**src/rtl/vga_target_overlay.sv**
```systemverilog
// vga_target_overlay: multi-target ring/sprite overlay for the VGA pixel path.
// Draws up to N_TGT ring markers and sprite markers over a grid/background.
// Target parameters are written into a pending bank. The active bank copies
// the pending bank on each frame pulse.
// Ports:
//   iVGA_CLK, iRST                   pixel clock, synchronous active-high reset
//   iVGA_X/Y, iFrame_Start, iMode    pixel position, frame pulse, display mode
//   iGrid, iRAM_Data                 grid hit (same cycle as X/Y), frame-buffer data (X/Y + 2)
//   oSpr_Addr / iSpr_Q               sprite ROM address (registered) / data (1-cycle latency)
//   iTgt_* / oTgt_Ready              target write port
//   oRed/oGreen/oBlue                registered pixel, X/Y + 3 cycles
module vga_target_overlay #(
    parameter int unsigned COLOR_W    = 4,
    parameter int unsigned N_TGT      = 4,
    parameter int unsigned RADIUS     = 150,
    parameter int unsigned LINE_W     = 3,
    parameter int unsigned SPR_W      = 30,
    parameter int unsigned SPR_H      = 30,
    parameter int unsigned BLINK_LOG2 = 5
) (
    input  logic                   iVGA_CLK,
    input  logic                   iRST,
    input  logic [9:0]             iVGA_X,
    input  logic [8:0]             iVGA_Y,
    input  logic                   iFrame_Start,
    input  logic [1:0]             iMode,
    input  logic                   iGrid,
    input  logic [3*COLOR_W-1:0]   iRAM_Data,
    output logic [9:0]             oSpr_Addr,
    input  logic [3*COLOR_W-1:0]   iSpr_Q,
    input  logic                   iTgt_Wr,
    input  logic [2:0]             iTgt_Idx,
    input  logic [9:0]             iTgt_X,
    input  logic [8:0]             iTgt_Y,
    input  logic [3*COLOR_W-1:0]   iTgt_Color,
    input  logic [1:0]             iTgt_Ctrl,
    output logic                   oTgt_Ready,
    output logic [COLOR_W-1:0]     oRed,
    output logic [COLOR_W-1:0]     oGreen,
    output logic [COLOR_W-1:0]     oBlue
);

    localparam int unsigned CW    = 3 * COLOR_W;
    localparam int unsigned H_RES = 640;
    localparam int unsigned V_RES = 480;
    localparam logic signed [10:0] HALF_W = 11'(SPR_W / 2);
    localparam logic signed [10:0] HALF_H = 11'(SPR_H / 2);
    localparam logic [20:0] RIN2  = 21'((RADIUS - LINE_W) * (RADIUS - LINE_W));
    localparam logic [20:0] ROUT2 = 21'((RADIUS + LINE_W) * (RADIUS + LINE_W));
    localparam logic [COLOR_W-1:0] CMAX = '1;
    localparam logic [1:0] M_BARS  = 2'd0;
    localparam logic [1:0] M_WHITE = 2'd1;
    localparam logic [1:0] M_RAM   = 2'd2;

    // Saturating channel add: min(q + 2*t, max)
    function automatic logic [COLOR_W-1:0] sat_add(input logic [COLOR_W-1:0] q,
                                                   input logic [COLOR_W-1:0] t);
        logic [COLOR_W+1:0] s;
        s = (COLOR_W+2)'(q) + {1'b0, t, 1'b0};
        return (s > (COLOR_W+2)'(CMAX)) ? CMAX : s[COLOR_W-1:0];
    endfunction

    // ---------------- target banks ----------------
    logic [9:0]    pend_x_q [N_TGT];
    logic [9:0]    pend_x_d [N_TGT];
    logic [8:0]    pend_y_q [N_TGT];
    logic [8:0]    pend_y_d [N_TGT];
    logic [CW-1:0] pend_c_q [N_TGT];
    logic [CW-1:0] pend_c_d [N_TGT];
    logic [1:0]    pend_k_q [N_TGT];
    logic [1:0]    pend_k_d [N_TGT];
    logic [9:0]    act_x_q  [N_TGT];
    logic [9:0]    act_x_d  [N_TGT];
    logic [8:0]    act_y_q  [N_TGT];
    logic [8:0]    act_y_d  [N_TGT];
    logic [CW-1:0] act_c_q  [N_TGT];
    logic [CW-1:0] act_c_d  [N_TGT];
    logic [1:0]    act_k_q  [N_TGT];
    logic [1:0]    act_k_d  [N_TGT];
    logic [BLINK_LOG2-1:0] frame_cnt_q, frame_cnt_d;
    logic tgt_ready_c, wr_ok_c;

    // Bank update: the swap uses the pre-write pending contents; writes are blocked on the frame cycle
    always_comb begin
        tgt_ready_c = ~iFrame_Start;
        wr_ok_c     = iTgt_Wr & tgt_ready_c & ({1'b0, iTgt_Idx} < 4'(N_TGT));
        pend_x_d = pend_x_q;
        pend_y_d = pend_y_q;
        pend_c_d = pend_c_q;
        pend_k_d = pend_k_q;
        act_x_d  = act_x_q;
        act_y_d  = act_y_q;
        act_c_d  = act_c_q;
        act_k_d  = act_k_q;
        frame_cnt_d = frame_cnt_q;
        if (iFrame_Start) begin
            act_x_d = pend_x_q;
            act_y_d = pend_y_q;
            act_c_d = pend_c_q;
            act_k_d = pend_k_q;
            frame_cnt_d = frame_cnt_q + 1'b1;
        end
        for (int i = 0; i < int'(N_TGT); i++) begin
            if (wr_ok_c && (iTgt_Idx == 3'(i))) begin
                pend_x_d[i] = iTgt_X;
                pend_y_d[i] = iTgt_Y;
                pend_c_d[i] = iTgt_Color;
                pend_k_d[i] = iTgt_Ctrl;
            end
        end
    end

    // ---------------- S1: offsets and sprite box ----------------
    logic signed [10:0] dx_c [N_TGT];
    logic signed [10:0] dy_c [N_TGT];
    logic signed [10:0] dx_q [N_TGT];
    logic signed [10:0] dy_q [N_TGT];
    logic signed [10:0] sel_dx_c, sel_dy_c;
    logic [N_TGT-1:0] vis_c, vis_q;
    logic       spr_hit_c, spr_hit_q;
    logic [2:0] spr_idx_c, spr_idx_q;
    logic [9:0] spr_addr_c, spr_addr_q;
    logic       grid1_q, v1_q;
    logic [1:0] mode1_q;
    logic [9:0] x1_q;
    logic [8:0] y1_q;

    always_comb begin
        spr_hit_c = 1'b0;
        spr_idx_c = '0;
        sel_dx_c  = '0;
        sel_dy_c  = '0;
        vis_c     = '0;
        for (int i = 0; i < int'(N_TGT); i++) begin
            dx_c[i] = $signed({1'b0, iVGA_X}) - $signed({1'b0, act_x_q[i]});
            dy_c[i] = $signed({2'b0, iVGA_Y}) - $signed({2'b0, act_y_q[i]});
            // blinking targets hide during the upper half of the frame-counter period
            vis_c[i] = act_k_q[i][0] & ~(act_k_q[i][1] & frame_cnt_q[BLINK_LOG2-1]);
        end
        // descending scan so the lowest-index hit wins
        for (int i = int'(N_TGT) - 1; i >= 0; i--) begin
            if (vis_c[i] && (dx_c[i] >= -HALF_W) && (dx_c[i] < HALF_W) &&
                (dy_c[i] >= -HALF_H) && (dy_c[i] < HALF_H)) begin
                spr_hit_c = 1'b1;
                spr_idx_c = 3'(i);
                sel_dx_c  = dx_c[i];
                sel_dy_c  = dy_c[i];
            end
        end
        spr_addr_c = spr_hit_c ?
            10'(10'(sel_dy_c + HALF_H) * 10'(SPR_W) + 10'(sel_dx_c + HALF_W)) : '1;
    end

    // ---------------- S2: ring distance ----------------
    logic [20:0]       d2_c [N_TGT];
    logic signed [20:0] sx_c, sy_c;
    logic          ring_hit_c, ring_hit2_q;
    logic [CW-1:0] ring_col_c, ring_col2_q;
    logic [CW-1:0] spr_col_c, spr_col2_q;
    logic          spr_hit2_q, grid2_q, v2_q;
    logic [1:0]    mode2_q;
    logic [9:0]    x2_q;
    logic [8:0]    y2_q;

    always_comb begin
        ring_hit_c = 1'b0;
        ring_col_c = '0;
        spr_col_c  = '0;
        sx_c = '0;
        sy_c = '0;
        for (int i = 0; i < int'(N_TGT); i++) begin
            sx_c = 21'(dx_q[i]);
            sy_c = 21'(dy_q[i]);
            // true sum stays below 2^21, so the unsigned bit pattern is exact
            d2_c[i] = unsigned'(sx_c * sx_c) + unsigned'(sy_c * sy_c);
            if (spr_idx_q == 3'(i)) spr_col_c = act_c_q[i];
        end
        for (int i = int'(N_TGT) - 1; i >= 0; i--) begin
            if (vis_q[i] && (d2_c[i] >= RIN2) && (d2_c[i] <= ROUT2)) begin
                ring_hit_c = 1'b1;
                ring_col_c = act_c_q[i];
            end
        end
    end

    // ---------------- S3: colour selection ----------------
    logic [CW-1:0] rgb_d, rgb_q, bars_c, bg_c, spr_rgb_c;
    logic [1:0] r_idx_c;
    logic [2:0] g_idx_c, b_idx_c;

    always_comb begin
        r_idx_c = (y2_q >= 9'(3 * V_RES / 4)) ? 2'd3 : 2'(y2_q / 9'(V_RES / 4));
        g_idx_c = (x2_q >= 10'(7 * H_RES / 8)) ? 3'd7 : 3'(x2_q / 10'(H_RES / 8));
        b_idx_c = (y2_q >= 9'(7 * V_RES / 8)) ? 3'd7 : 3'(y2_q / 9'(V_RES / 8));
        bars_c  = {COLOR_W'({r_idx_c, 2'b11}), COLOR_W'({g_idx_c, 1'b1}),
                   COLOR_W'({~b_idx_c, 1'b1})};
        bg_c    = (mode2_q == M_WHITE) ? '1 : iRAM_Data;
        // tint is the target colour rotated to {B,R,G}
        spr_rgb_c = {sat_add(iSpr_Q[CW-1 -: COLOR_W],        spr_col2_q[COLOR_W-1 -: COLOR_W]),
                     sat_add(iSpr_Q[2*COLOR_W-1 -: COLOR_W], spr_col2_q[CW-1 -: COLOR_W]),
                     sat_add(iSpr_Q[COLOR_W-1 -: COLOR_W],   spr_col2_q[2*COLOR_W-1 -: COLOR_W])};
        rgb_d = '0;
        if (v2_q) begin
            if (mode2_q == M_BARS)                     rgb_d = bars_c;
            else if (mode2_q == M_RAM)                 rgb_d = iRAM_Data;
            else if (grid2_q)                          rgb_d = '0;
            else if (spr_hit2_q && (iSpr_Q != '0))     rgb_d = spr_rgb_c;
            else if (ring_hit2_q)                      rgb_d = ring_col2_q;
            else                                       rgb_d = bg_c;
        end
    end

    // ---------------- state registers ----------------
    always_ff @(posedge iVGA_CLK) begin
        if (iRST) begin
            for (int i = 0; i < int'(N_TGT); i++) begin
                pend_x_q[i] <= '0;
                pend_y_q[i] <= '0;
                pend_c_q[i] <= '0;
                pend_k_q[i] <= '0;
                act_x_q[i]  <= '0;
                act_y_q[i]  <= '0;
                act_c_q[i]  <= '0;
                act_k_q[i]  <= '0;
                dx_q[i]     <= '0;
                dy_q[i]     <= '0;
            end
            frame_cnt_q <= '0;
            vis_q       <= '0;
            spr_hit_q   <= 1'b0;
            spr_idx_q   <= '0;
            spr_addr_q  <= '1;
            grid1_q     <= 1'b0;
            mode1_q     <= '0;
            x1_q        <= '0;
            y1_q        <= '0;
            v1_q        <= 1'b0;
            ring_hit2_q <= 1'b0;
            ring_col2_q <= '0;
            spr_hit2_q  <= 1'b0;
            spr_col2_q  <= '0;
            grid2_q     <= 1'b0;
            mode2_q     <= '0;
            x2_q        <= '0;
            y2_q        <= '0;
            v2_q        <= 1'b0;
            rgb_q       <= '0;
        end else begin
            pend_x_q <= pend_x_d;
            pend_y_q <= pend_y_d;
            pend_c_q <= pend_c_d;
            pend_k_q <= pend_k_d;
            act_x_q  <= act_x_d;
            act_y_q  <= act_y_d;
            act_c_q  <= act_c_d;
            act_k_q  <= act_k_d;
            dx_q     <= dx_c;
            dy_q     <= dy_c;
            frame_cnt_q <= frame_cnt_d;
            vis_q       <= vis_c;
            spr_hit_q   <= spr_hit_c;
            spr_idx_q   <= spr_idx_c;
            spr_addr_q  <= spr_addr_c;
            grid1_q     <= iGrid;
            mode1_q     <= iMode;
            x1_q        <= iVGA_X;
            y1_q        <= iVGA_Y;
            v1_q        <= 1'b1;
            ring_hit2_q <= ring_hit_c;
            ring_col2_q <= ring_col_c;
            spr_hit2_q  <= spr_hit_q;
            spr_col2_q  <= spr_col_c;
            grid2_q     <= grid1_q;
            mode2_q     <= mode1_q;
            x2_q        <= x1_q;
            y2_q        <= y1_q;
            v2_q        <= v1_q;
            rgb_q       <= rgb_d;
        end
    end

    assign oSpr_Addr  = spr_addr_q;
    assign oTgt_Ready = tgt_ready_c;
    assign oRed       = rgb_q[CW-1 -: COLOR_W];
    assign oGreen     = rgb_q[2*COLOR_W-1 -: COLOR_W];
    assign oBlue      = rgb_q[COLOR_W-1 -: COLOR_W];

endmodule
```
**config.mk**
```make
export PLATFORM = sky130hd
export DESIGN_NAME = vga_target_overlay
export DESIGN_NICKNAME = d
export VERILOG_FILES = /design/src/rtl/vga_target_overlay.sv
export SDC_FILE = /design/constraint.sdc
export NUM_CORES = 2
export LEC_CHECK = 0
export ABC_AREA = 1
export ABC_CLOCK_PERIOD_IN_PS = 16600
export CAP_MARGIN = 40
export CORE_UTILIZATION = 55
export CTS_CLUSTER_SIZE = 30
export DETAILED_ROUTE_END_ITERATION = 10
export HOLD_SLACK_MARGIN = 0.05
export PLACE_DENSITY = 0.72
export SLEW_MARGIN = 10
export SYNTH_ARGS = -nofsm -noshare
export SYNTH_HDL_FRONTEND = slang
export SYNTH_SLANG_ARGS = --single-unit
```
**constraint.sdc**
```tcl
create_clock -name iVGA_CLK -period 16.6 [get_ports iVGA_CLK]
set_input_delay 3.32 -clock iVGA_CLK [delete_from_list [all_inputs] [get_ports iVGA_CLK]]
set_output_delay 3.32 -clock iVGA_CLK [all_outputs]
set_load 0.02 [all_outputs]
```
=== Word-level counts from Yosys, hierarchy flattened ===
Cells that the tools add are included.

* Add/subtract/negate cells: 19
* Multipliers: 9
* Div/mod/pow operators: 3
* Order comparisons: 31
* Equal/unequal tests: 8
* Multiplexer cells: 40
* Bitwise operators: 18
* Reductions and logical operators: 38

{| class="wikitable"
|+ Operators with widths
! kind !! count
|-
| two-way mux 12 bit || 14
|-
| adder 21 bit || 4
|-
| greater-or-equal comparator 21 x 15 -> 1 bit, second input constant || 4
|-
| less-or-equal comparator 21 x 15 -> 1 bit, second input constant || 4
|-
| multiplier 11 x 11 -> 21 bit || 4
|-
| multiplier 10 x 10 -> 20 bit || 4
|-
| two-way mux 10 bit || 8
|-
| greater-or-equal comparator 11 x 5 -> 1 bit, second input constant || 4
|-
| less-than comparator 11 x 5 -> 1 bit, second input constant || 4
|-
| subtractor 10 x 10 -> 11 bit || 4
|-
| greater-or-equal comparator 10 x 5 -> 1 bit, second input constant || 4
|-
| less-than comparator 10 x 5 -> 1 bit, second input constant || 4
|-
| subtractor 9 x 9 -> 10 bit || 4
|-
| logical AND 1 bit || 29
|-
| adder 10 x 5 -> 10 bit, second input constant || 2
|-
| adder 4 x 5 -> 6 bit || 3
|-
| greater-or-equal comparator 9 bit, second input constant || 2
|-
| greater-than comparator 6 x 4 -> 1 bit, second input constant || 3
|-
| == test 3 x 2 -> 1 bit, second input constant || 4
|-
| two-way mux 4 bit || 3
|-
| nonzero test 12 bit || 1
|-
| adder 10 bit || 1
|-
| AND 1 bit || 10
|-
| divider 10 x 7 -> 10 bit, second input constant || 1
|-
| other kinds (19) || 41
|}

* Bits in registers: 455
* Output and inout port bits: 23
* Word-level logic and storage cells: 228

=== Depth between registers and ports, before layout ===
* Depth in word-level cells: 14
* Gate-level depth with buffers: 50
* Mapped depth without buffers: 49

=== Worst setup path after synthesis ===
OpenSTA, ideal clock, no wires.

* Path type: reg-to-reg
* Start point: register, netlist name dy_q[31]
* End point: register ring_col2_q[10]
* Arrival: 9.399 ns
* Setup slack: 7.131 ns
* Stages on the path, launching flop included: 41
* Path buffers: 1
* Clock period less this slack: 9.469 ns
* Cells stage by stage: dfxtp_1 clkinv_1 or2_2 fa_1 fa_1 inv_1 fa_1 fa_1 inv_1 fa_1 inv_1 ha_1 nand4_1 o21ai_0 a21oi_1 o21bai_1 a21oi_1 o21ai_0 (+5 left out) fa_1 ha_1 fa_1 fa_1 inv_1 fa_1 inv_1 ha_1 nand2_1 inv_1 a221o_1 a21oi_1 xor2_1 nand4_2 buf_2 nor2_1 nor2_1 a21oi_1

* Longest elaborated chain between the ends: 7
* Elaborated cells on any way between the ends: 8

{| class="wikitable"
|+ Ends and longest elaborated chain
! what !! line !! source
|-
| multiplier 10 x 10 -> 20 bit * || 175 || <nowiki>d2_c[i] = unsigned'(sx_c * sx_c) + unsigned'(sy_c * sy_c);</nowiki>
|-
| adder 21 bit * || 175 ||
|-
| greater-or-equal comparator 21 x 15 -> 1 bit || 179 || <nowiki>if (vis_q[i] && (d2_c[i] >= RIN2) && (d2_c[i] <= ROUT2)) begin</nowiki>
|-
| logical AND 1 bit || 179 ||
|-
| logical AND 1 bit * || 179 ||
|-
| two-way mux 12 bit * (2 in series) || 179 ||
|-
| end signal, assigned || 270 || <nowiki>ring_col2_q <= ring_col_c;</nowiki>
|-
| end, declared || 158 || <nowiki>logic [CW-1:0] ring_col_c, ring_col2_q;</nowiki>
|}

Mark *: on every way between the ends. The rest lies on a longest branch, timed or not.
A chain may end at the register's enable or synchronous reset.

=== Final worst setup path ===
* Start point: register, netlist name dy_q[31]
* End point: register ring_col2_q[10]

* Longest elaborated chain between the ends: 7
* Elaborated cells on any way between the ends: 8

{| class="wikitable"
|+ Ends and longest elaborated chain
! what !! line
|-
| multiplier 10 x 10 -> 20 bit * || 175
|-
| adder 21 bit * || 175
|-
| greater-or-equal comparator 21 x 15 -> 1 bit || 179
|-
| logical AND 1 bit || 179
|-
| logical AND 1 bit * || 179
|-
| two-way mux 12 bit * (2 in series) || 179
|}

Marked as above.

==> out/results.txt <==
asr flop ratio synth = 0
most frequent cells after synthesis = inv_1, nand2_1, fa_1, nor2_1, ha_1
number of nets still failing antenna checks after routing = 0
final hold viol count = 0
TritonCTS clock tree = done
final worst slack = 5510 ps
Cell Rows = 115
clk slew on worst S/H paths = 70 ps
Synth warnings = 0
placed cell areas = 56600 um2
port bufs = 108
compound-cell area share of the yosys netlist = 0.0944
reg-to-reg endpoint = ring_col2_q[10]
endpoint type of the worst setup path = flop
largest fanout on the critical path = 25
post_cts resized = 0
final WL = 123000 um
Slew @ Worst Pin = 898 ps
Max stage delay on crit path = 660 ps
die area = 100000 um2
most common cell in the synthesized netlist = inv_1
largest family of logic cells by synthesized area = adder cells
Max IR drop VDD = 0.256 mV
f_max = 90.2 MHz
Worst Hold Class = reg2reg
Post-Layout Cell Count = 8139
clock skew = 29.7 ps
global-route wire length before repair = 207000 um
final instance area = 58200 um2
Yosys top cell area share = 0.303
initial antenna violation count = 7
P per Cell Area = 183 nW/um2
drt drc = 0
sw power = 5.60 mW
Seq/Total Area, Yosys = 0.162
adder-cell share of the synthesized area = 0.424
Synth Area per Inst = 7.96 um2
largest cells by area after synthesis = fa_1, dfxtp_1, inv_1, ha_1, nand2_1
layout cells sized above 1 = 0.0264
vias in the first global route = 42600
Max clock buf depth = 3
status = finished clean
Yosys reg bits = 442
post-synth cell types = 64
num ports = 109
worst hold stages = 2
Reg2Reg Depth = 39
Slew Viols, Final = 0
Tmin final = 11090 ps
unrepaired setup endpoints after global routing = false
Post-layout nets = 8253
post-synthesis cell count = 6850
Iter 0 DRT Violations = 2436
Setup Fix Bufs, Post-CTS = 0
placed wire-length estimate = 100000 um
clock network power share = 0.104
CTS Hold Bufs = 0
post-synthesis mux area share = 0
sequential power share = 0.117
Sink Count = 442
cell repeated most along the worst path = fa_1
Final setup viols = 0
Post-synth EDFFs = 0
gpl congestion = 0.905
GRT overflow = 0
r2r setup slk = 5510 ps
drt pass-1 iters = 6
Die W = 317 um
Post-Synth XOR/XNOR Area = 0.0403
Syn-to-layout area delta = 6.73%
Critical Path AT = 11620 ps
Comb pwr share = 0.779
Total Routing Usage GR = 0.255
CP max-delay cell = nand4_2
hold path start = x1_q[7]
Simple-Gate Fraction of Synth Area = 0.140
Max-Cap Viols = 0
largest net degree at the start of global routing = 115
Setup TNS = 0 ps
root buffer cell = clkbuf_16
utilization after layout = 0.592
mapped cell area = 54500 um2
Hold EP = x2_q[7]
CTS Buf Count = 44
Sw Ratio = 0.527
reg2reg start = dy_q[31]
DP Worst Slack = 5500 ps
worst hold slack = 390 ps
CP Launch Type = flop
Worst EP required = 17130 ps
critical path class = reg2reg
Synth area leader = fa_1
final worst-path cycle share = 0.668
Slew HR = 0.400
starting density of the core = 0.555
total power = 10.6 mW
vias post-DR = 42000
dpl cells = 8057
clk_lat worst skew = 600 ps
core area = 98300 um2
Int Power = 5.02 mW
DIE HEIGHT = 317 um
vias per cell = 5.16
Leakage Power = 32.2 nW
top_reg_cell synth = dfxtp_1
routed wire length per instance = 15.1 um
Filler cells = 8876
CTS H-tree depth = 2
==> area by class of cell <==
| class | instances | area (um2) | area share |
|---|---|---|---|
| diodes | 2 | 5.00 | 0.0000860 |
| clock buffers | 55 | 1190 | 0.0205 |
| clock inverters | 25 | 403 | 0.00693 |
| inverters | 1808 | 6790 | 0.117 |
| multi-input cells | 4394 | 38100 | 0.655 |
| flip-flops and latches | 442 | 8850 | 0.152 |
| well taps | 1287 | 1610 | 0.0277 |
| repair buffers | 126 | 1240 | 0.0213 |
==> worst max-delay path by stage <==
| stage | from | endpoint | slack (ps) | cells past startpoint |
|---|---|---|---|---|
| finish | dy_q[31] | ring_col2_q[10] | 5510 | 39 |
| global route | dy_q[31] | ring_col2_q[7] | 4700 | 44 |
| CTS | dy_q[31] | ring_col2_q[8] | 5500 | 40 |
| detailed placement | dy_q[31] | ring_col2_q[8] | 5500 | 40 |
| global placement | dy_q[31] | ring_col2_q[8] | 5740 | 40 |
| floorplan | dy_q[31] | ring_col2_q[10] | 7130 | 40 |
==> metal layers <==
metal | global-route usage | vias to the layer above | routed length, um
li1 | - | 20500 | -
met1 | 0.332 | 20300 | 52100
met2 | 0.445 | 985 | 61100
met3 | 0.0279 | 206 | 6030
met4 | 0.0762 | 6 | 3790
met5 | 0 | - | 35
==> flip-flops by register name (all words and copies together), names as in the netlist, 4 cells and up <==
register	count
vis_q	4
pend_k_q	8
act_k_q	8
pend_x_q	40
x1_q	6
rgb_q	12
act_y_q	36
y2_q	7
dx_q	44
act_x_q	40
spr_col2_q	12
pend_y_q	36
oSpr_Addr	10
x2_q	6
dy_q	40
y1_q	7
pend_c_q	48
frame_cnt_q	5
ring_col2_q	12
act_c_q	48
==> logic make-up after synthesis <==
logic type / after synthesis
flops: 442
xor+xnor: 251
other cells: 2
buf+inv: 2016
compound gates: 942
simple gates: 1846
fa+ha+maj: 1351
==> power by group through the flow <==
stage / combinational, mW / sequential [mW] / clock, mW
after floorplan: 6.72 / 1.17 / 0
after global placement: 8.06 / 1.26 / 0
after detailed placement: 8.30 / 1.26 / 0
after CTS: 8.37 / 1.24 / 1.12
after global routing: 9.74 / 1.25 / 1.16
final: 8.28 / 1.24 / 1.11
==> cell usage in the layout (no fill, tap or decap), types with 10 or more instances in the layout <==
master / n
nor2_1: 618
inv_1: 1796
o21bai_1: 37
o21ai_0: 406
nand3_1: 150
a31oi_1: 13
nand3b_1: 15
buf_4: 17
nor3_1: 37
xor2_1: 167
o211ai_1: 36
nand2_1: 898
xnor2_1: 84
or2_2: 34
a211oi_1: 10
dfxtp_1: 442
ha_1: 526
clkdlybuf4s50_1: 106
fa_1: 825
clkbuf_16: 44
nand4_1: 49
a21oi_1: 368
a21o_1: 18
==> worst max-delay path, delay by kind of cell (launching register included) <==
family | cells | cell delay, ps
AND/OR/NAND/NOR | 6 | 1640
flip-flops | 1 | 540
adder cells (fa/ha/maj) | 12 | 5620
buffers and inverters | 8 | 720
AO/OA/AOI/OAI | 11 | 2110
XOR/XNOR | 2 | 390
No activity file was read; power rests on OpenSTA's default activity.
